==> src/rtl/piso_serializer.sv <==
// Parallel-in serial-out shifter with optional trailing even-parity bit.
// Frames stream back-to-back when a new word arrives in the final frame cycle.
module piso_serializer #(
  parameter int unsigned WIDTH     = 8,
  parameter int unsigned MSB_FIRST = 1,
  parameter int unsigned PARITY_EN = 0
) (
  input  logic             clk,
  input  logic             clr,
  input  logic [WIDTH-1:0] pi,
  input  logic             load_valid,
  output logic             load_ready,
  output logic             so,
  output logic             so_valid,
  output logic             done
);

  localparam int unsigned CntW = $clog2(WIDTH) + 1;
  localparam logic [CntW-1:0] LastIdx = CntW'(WIDTH - 1);

  typedef enum logic [1:0] {StIdle, StShift, StPar} state_e;

  state_e          state_q;
  logic [WIDTH-1:0] sr_q;
  logic [CntW-1:0]  cnt_q;
  logic             par_q;

  logic             accept;
  logic [WIDTH-1:0] sr_adv;

  function automatic logic head_bit(input logic [WIDTH-1:0] w);
    return (MSB_FIRST != 0) ? w[WIDTH-1] : w[0];
  endfunction

  // done is registered and marks the final frame cycle, so it doubles as the reload window.
  assign load_ready = clr & ((state_q == StIdle) | done);
  assign accept     = load_valid & load_ready;
  assign sr_adv     = (MSB_FIRST != 0) ? (sr_q << 1) : (sr_q >> 1);

  always_ff @(posedge clk or negedge clr) begin
    if (!clr) begin
      state_q  <= StIdle;
      sr_q     <= '0;
      cnt_q    <= '0;
      par_q    <= 1'b0;
      so       <= 1'b0;
      so_valid <= 1'b0;
      done     <= 1'b0;
    end else if (accept) begin
      state_q  <= StShift;
      sr_q     <= pi;
      cnt_q    <= '0;
      par_q    <= ^pi;
      so       <= head_bit(pi);
      so_valid <= 1'b1;
      done     <= 1'b0;
    end else begin
      unique case (state_q)
        StShift: begin
          if (cnt_q == LastIdx) begin
            if (PARITY_EN != 0) begin
              state_q <= StPar;
              so      <= par_q;
              done    <= 1'b1;
            end else begin
              state_q  <= StIdle;
              so       <= 1'b0;
              so_valid <= 1'b0;
              done     <= 1'b0;
            end
          end else begin
            sr_q  <= sr_adv;
            cnt_q <= cnt_q + CntW'(1);
            so    <= head_bit(sr_adv);
            done  <= (cnt_q + CntW'(1) == LastIdx) && (PARITY_EN == 0);
          end
        end
        StPar: begin
          state_q  <= StIdle;
          so       <= 1'b0;
          so_valid <= 1'b0;
          done     <= 1'b0;
        end
        default: begin
          state_q  <= StIdle;
          so       <= 1'b0;
          so_valid <= 1'b0;
          done     <= 1'b0;
        end
      endcase
    end
  end

endmodule
==> config.mk <==
export PLATFORM = sky130hd
export DESIGN_NAME = piso_serializer
export DESIGN_NICKNAME = d
export VERILOG_FILES = /design/src/rtl/piso_serializer.sv
export SDC_FILE = /design/constraint.sdc
export NUM_CORES = 1
export LEC_CHECK = 0
export CAP_MARGIN = 15
export CELL_PAD_IN_SITES_DETAIL_PLACEMENT = 0
export CELL_PAD_IN_SITES_GLOBAL_PLACEMENT = 2
export CORE_MARGIN = 3
export CORE_UTILIZATION = 31
export CTS_CLUSTER_SIZE = 28
export DETAILED_ROUTE_END_ITERATION = 8
export GPL_TIMING_DRIVEN = 0
export PLACE_DENSITY_LB_ADDON = 0.08
export SLEW_MARGIN = 20
export SYNTH_ARGS = -nofsm -noshare
export SYNTH_HDL_FRONTEND = slang
export SYNTH_SLANG_ARGS = --single-unit
==> constraint.sdc <==
create_clock -name clk -period 3.11 [get_ports clk]
set_input_delay 0.622 -clock clk [delete_from_list [all_inputs] [get_ports clk]]
set_output_delay 0.622 -clock clk [all_outputs]
set_load 0.01 [all_outputs]
==> run_results.csv <==
group,metric,value,unit
run_status,status,"finished, final reports clean",
sta,hold_viol_final,0,
logic_synthesis,synth_nets,91,
setup_path,cp-start-kind,"primary input",
setup_path,crit_family,"buffers and inverters",
logic_synthesis,synth-seq-cells,14,
global_route,overflow,0,
clock_tree,htreeDepth,1,
logic_synthesis,synth.area.mux_share,0,
logic_synthesis,synth_edf_count,0,
logic_synthesis,post_synth_main_area_contributors,"dfrtp_1, nand3_1, a31oi_1, o21ai_0, nor3_1",
hold_path,min_path_type,"reg2reg",
drt,drcViolationCount,0,
drt,first_pass_iters,4,
pwr,power.switching,0.317,mW
clock_tree,root_buffer,"clkbuf_4",
setup_path,critical_path.max_stage_delay,940,ps
clock_tree,cts_resized,0,
cells_and_area,antenna_cells,0,
setup_path,crit_buf_inv,2,
hold_path,worstHoldStart,"sr_q[0]$_DFFE_PN0P_",
global_route,gr-usage-met3,0.0354,
setup_path,rr_startpoint,"cnt_q[0]$_DFFE_PN0P_",
logic_synthesis,seq_area_frac_synth,0.484,
logic_synthesis,synth_top_family_by_area,"simple AND/OR/NAND/NOR gates",
die,fp-row-count,16,
die,initial_core_util,0.347,
placement,routabilityCongestion,0.715,
die,fp.dieW,54.3,µm
setup_path,critical_path_required,2490,ps
die,io_pins,15,
logic_synthesis,avgSynthCellArea,9.27,µm²
setup_path,crit_cells,3,
cells_and_area,area_growth,27.2,%
logic_synthesis,synth_top_cell_by_area,"dfrtp_1",
clock_tree,clock_latency,270,ps
global_route,grt.busiest_layer,"met2",
pwr,cellPowerDensity,863,mW/mm²
global_route,grtUsageMet2,0.217,
setup_path,crit_fanout,16,
placement,portBuffers,14,
sta,skew,5.18,ps
run,cap_violations,0,
global_route,antenna_found_initial,0,
sta,post-route-min-period,2940,ps
logic_synthesis,synthArstFlopShare,1.00,
sta,max_freq,0.340,GHz
pwr,combinationalPowerShare,0.470,
logic_synthesis,synthAdderAreaFrac,0.0346,
sta,tns,0,ps
pwr,seq_power_share,0.401,
logic_synthesis,yosys_warnings,0,
drt,wire_per_inst,14.9,µm
drt,wl,1.81,mm
setup_path,cpMostUsedCell,"clkdlybuf4s50_1",
clock_tree,ctsHoldBuffers,0,
clock_tree,post_cts_buffers,0,
pwr,power_frac_clock,0.129,
clock_tree,cts-buffers-inserted,3,
drt,vias_per_cell,5.41,
sta,setup_viol,0,
setup_path,reg2regPathDepth,5,
clock_tree,clkTransAtPathRegs,80,ps
logic_synthesis,synthXorXnorAreaFrac,0.0242,
logic_synthesis,synthTopCellsByCount,"dfrtp_1, nand3_1, o21ai_0, a31oi_1, nor3_1",
hold_path,hold_path_end,"sr_q[0]$_DFFE_PN0P_",
logic_synthesis,ys.flop_type,"dfrtp_1",
setup_path,critPathCaptureType,"output port",
drt,via_count,660,
drt,drt-initial-drc-count,7,
placement,dpl.hpwl,1.22,mm
global_route,grt_use_total,0.144,
global_route,first_global_vias,619,
placement,place_inst,119,
setup_path,worst_path_max_delay_cell,"clkdlybuf4s50_1",
sta,worst_slew_pin_slew,723,ps
logic_synthesis,syn_inst,78,
pwr,p_sw_frac,0.399,
die,coreArea,0.00208,mm²
sta,rsz0062_at_grt,"false",
logic_synthesis,netlist_area,723,µm²
cells_and_area,drive_gt1_frac,0.0632,
global_route,met1_usage,0.192,
logic_synthesis,synthSimpleGateAreaFrac,0.218,
setup_path,r2r_slack,1440,ps
logic_synthesis,synth.top_cell.area_share,0.484,
setup_path,crit_chain,"clkdlybuf4s50_1 > nor2b_1 > clkdlybuf4s50_1",
global_route,grt_max_degree,17,
setup_path,rr_endpoint,"cnt_q[3]$_DFFE_PN0P_",
logic_synthesis,synth_compound_area_frac,0.185,
logic_synthesis,synth.most_common_cell,"dfrtp_1",
setup_path,worst-setup-path-type,"in2out",
clock_tree,cts_tree,"built",
cells_and_area,layout.nets,110,
pwr,leakage,0.383,nW
setup_path,worstPathArrival,2320,ps
global_route,grt_pass1_wl,2.96,mm
sta,slew_headroom,0.516,
die,fp.dieArea,0.00295,mm²
logic_synthesis,synth.distinct_cells,27,
clock_tree,clock_sinks,14,
cells_and_area,stdcell_count,122,
hold_path,min_path_cells,1,
pwr,ir_worst_vdd,346,µV
clock_tree,cts_buffer_depth,2,
drt,ant_nets,0,
die,die_h,54.3,µm
pwr,p_int,0.477,mW
sta,fin_crit_sh,0.947,
sta,finalMaxSlewViolations,0,
flip-flops by register name, indices dropped and copies added, names as in the netlist:
register	count
sr_q	7
done	1
so_valid	1
cnt_q	4
so	1
placed cells by master (no fill, tap or decap):
cell / instances
nand2_1: 3
or2_0: 1
nor3_1: 7
buf_6: 1
clkdlybuf4s50_1: 14
o21ai_1: 2
nor2b_1: 2
a21oi_1: 3
nand3_1: 9
nor3b_1: 1
or4_1: 1
clkbuf_4: 3
a31oi_1: 7
clkbuf_1: 3
o21a_1: 1
xor2_1: 1
a31o_2: 1
o21ai_0: 8
inv_1: 3
dfrtp_1: 14
nor2_1: 1
ha_1: 2
and3_1: 1
o2bb2ai_1: 1
and3b_1: 1
or3_1: 1
buf_2: 1
xnor2_1: 1
nand3b_1: 1
per-stage QoR:
stage	total power, mW	worst slack [ps]	area (µm²)	hold slack (ps)	util
2_1_floorplan	0.566	1570	723	326	-
5_1_grt	0.870	39.8	920	548	0.442
6_report	0.794	166	920	527	0.442
3_5_place_dp	0.694	131	897	511	0.431
4_1_cts	0.801	125	920	530	0.442
3_3_place_gp	0.694	155	897	509	0.431
routing by layer:
metal,vias up,part of all wire,wire length [µm]
met1,328,0.51,917
met4,0,0.0072,13
li1,319,-,-
met2,11,0.44,790
met3,2,0.050,91
met5,-,0,0
worst max path at each step:
stage,startpoint,to,slack [ps]
2_1_floorplan,so_valid$_DFFE_PN0P_,load_ready,1570
3_3_place_gp,clr,load_ready,150
3_5_place_dp,clr,load_ready,130
4_1_cts,clr,load_ready,120
5_1_grt,clr,load_ready,40
6_report,clr,load_ready,170
layout make-up:
type | instances | area, µm²
tap | 27 | 33.8
multi-input combinational | 56 | 334
inverter | 3 | 11.3
clock buffer | 3 | 22.5
fill | 211 | 1160
sequential | 14 | 350
buffer | 5 | 27.5
timing repair buffer | 14 | 140
power groups by stage:
| stage | logic, mW | registers (mW) | clock network (mW) |
|---|---|---|---|
| floorplan | 0.252 | 0.314 | 0 |
| global placement | 0.374 | 0.321 | 0 |
| detailed placement | 0.372 | 0.322 | 0 |
| CTS | 0.375 | 0.319 | 0.108 |
| global route | 0.420 | 0.329 | 0.120 |
| finish | 0.373 | 0.319 | 0.102 |
worst register-to-register path, stage by stage (launching register included):
cell,delay (ps)
dfrtp_1,420
ha_1,270
and3b_1,210
buf_6,140
or4_1,410
a21oi_1,150
kinds of logic (layout without fill, tap and decap cells):
| family | Yosys count | in the layout |
|---|---|---|
| AOI/OAI and AO/OA | 23 | 23 |
| DFF | 14 | 14 |
| xor gates and xnor gates | 2 | 2 |
| buffers and inverters | 8 | 25 |
| adders and majority gates | 2 | 2 |
| and+or+nand+nor | 29 | 29 |
Power figures use the tool's default switching activity.
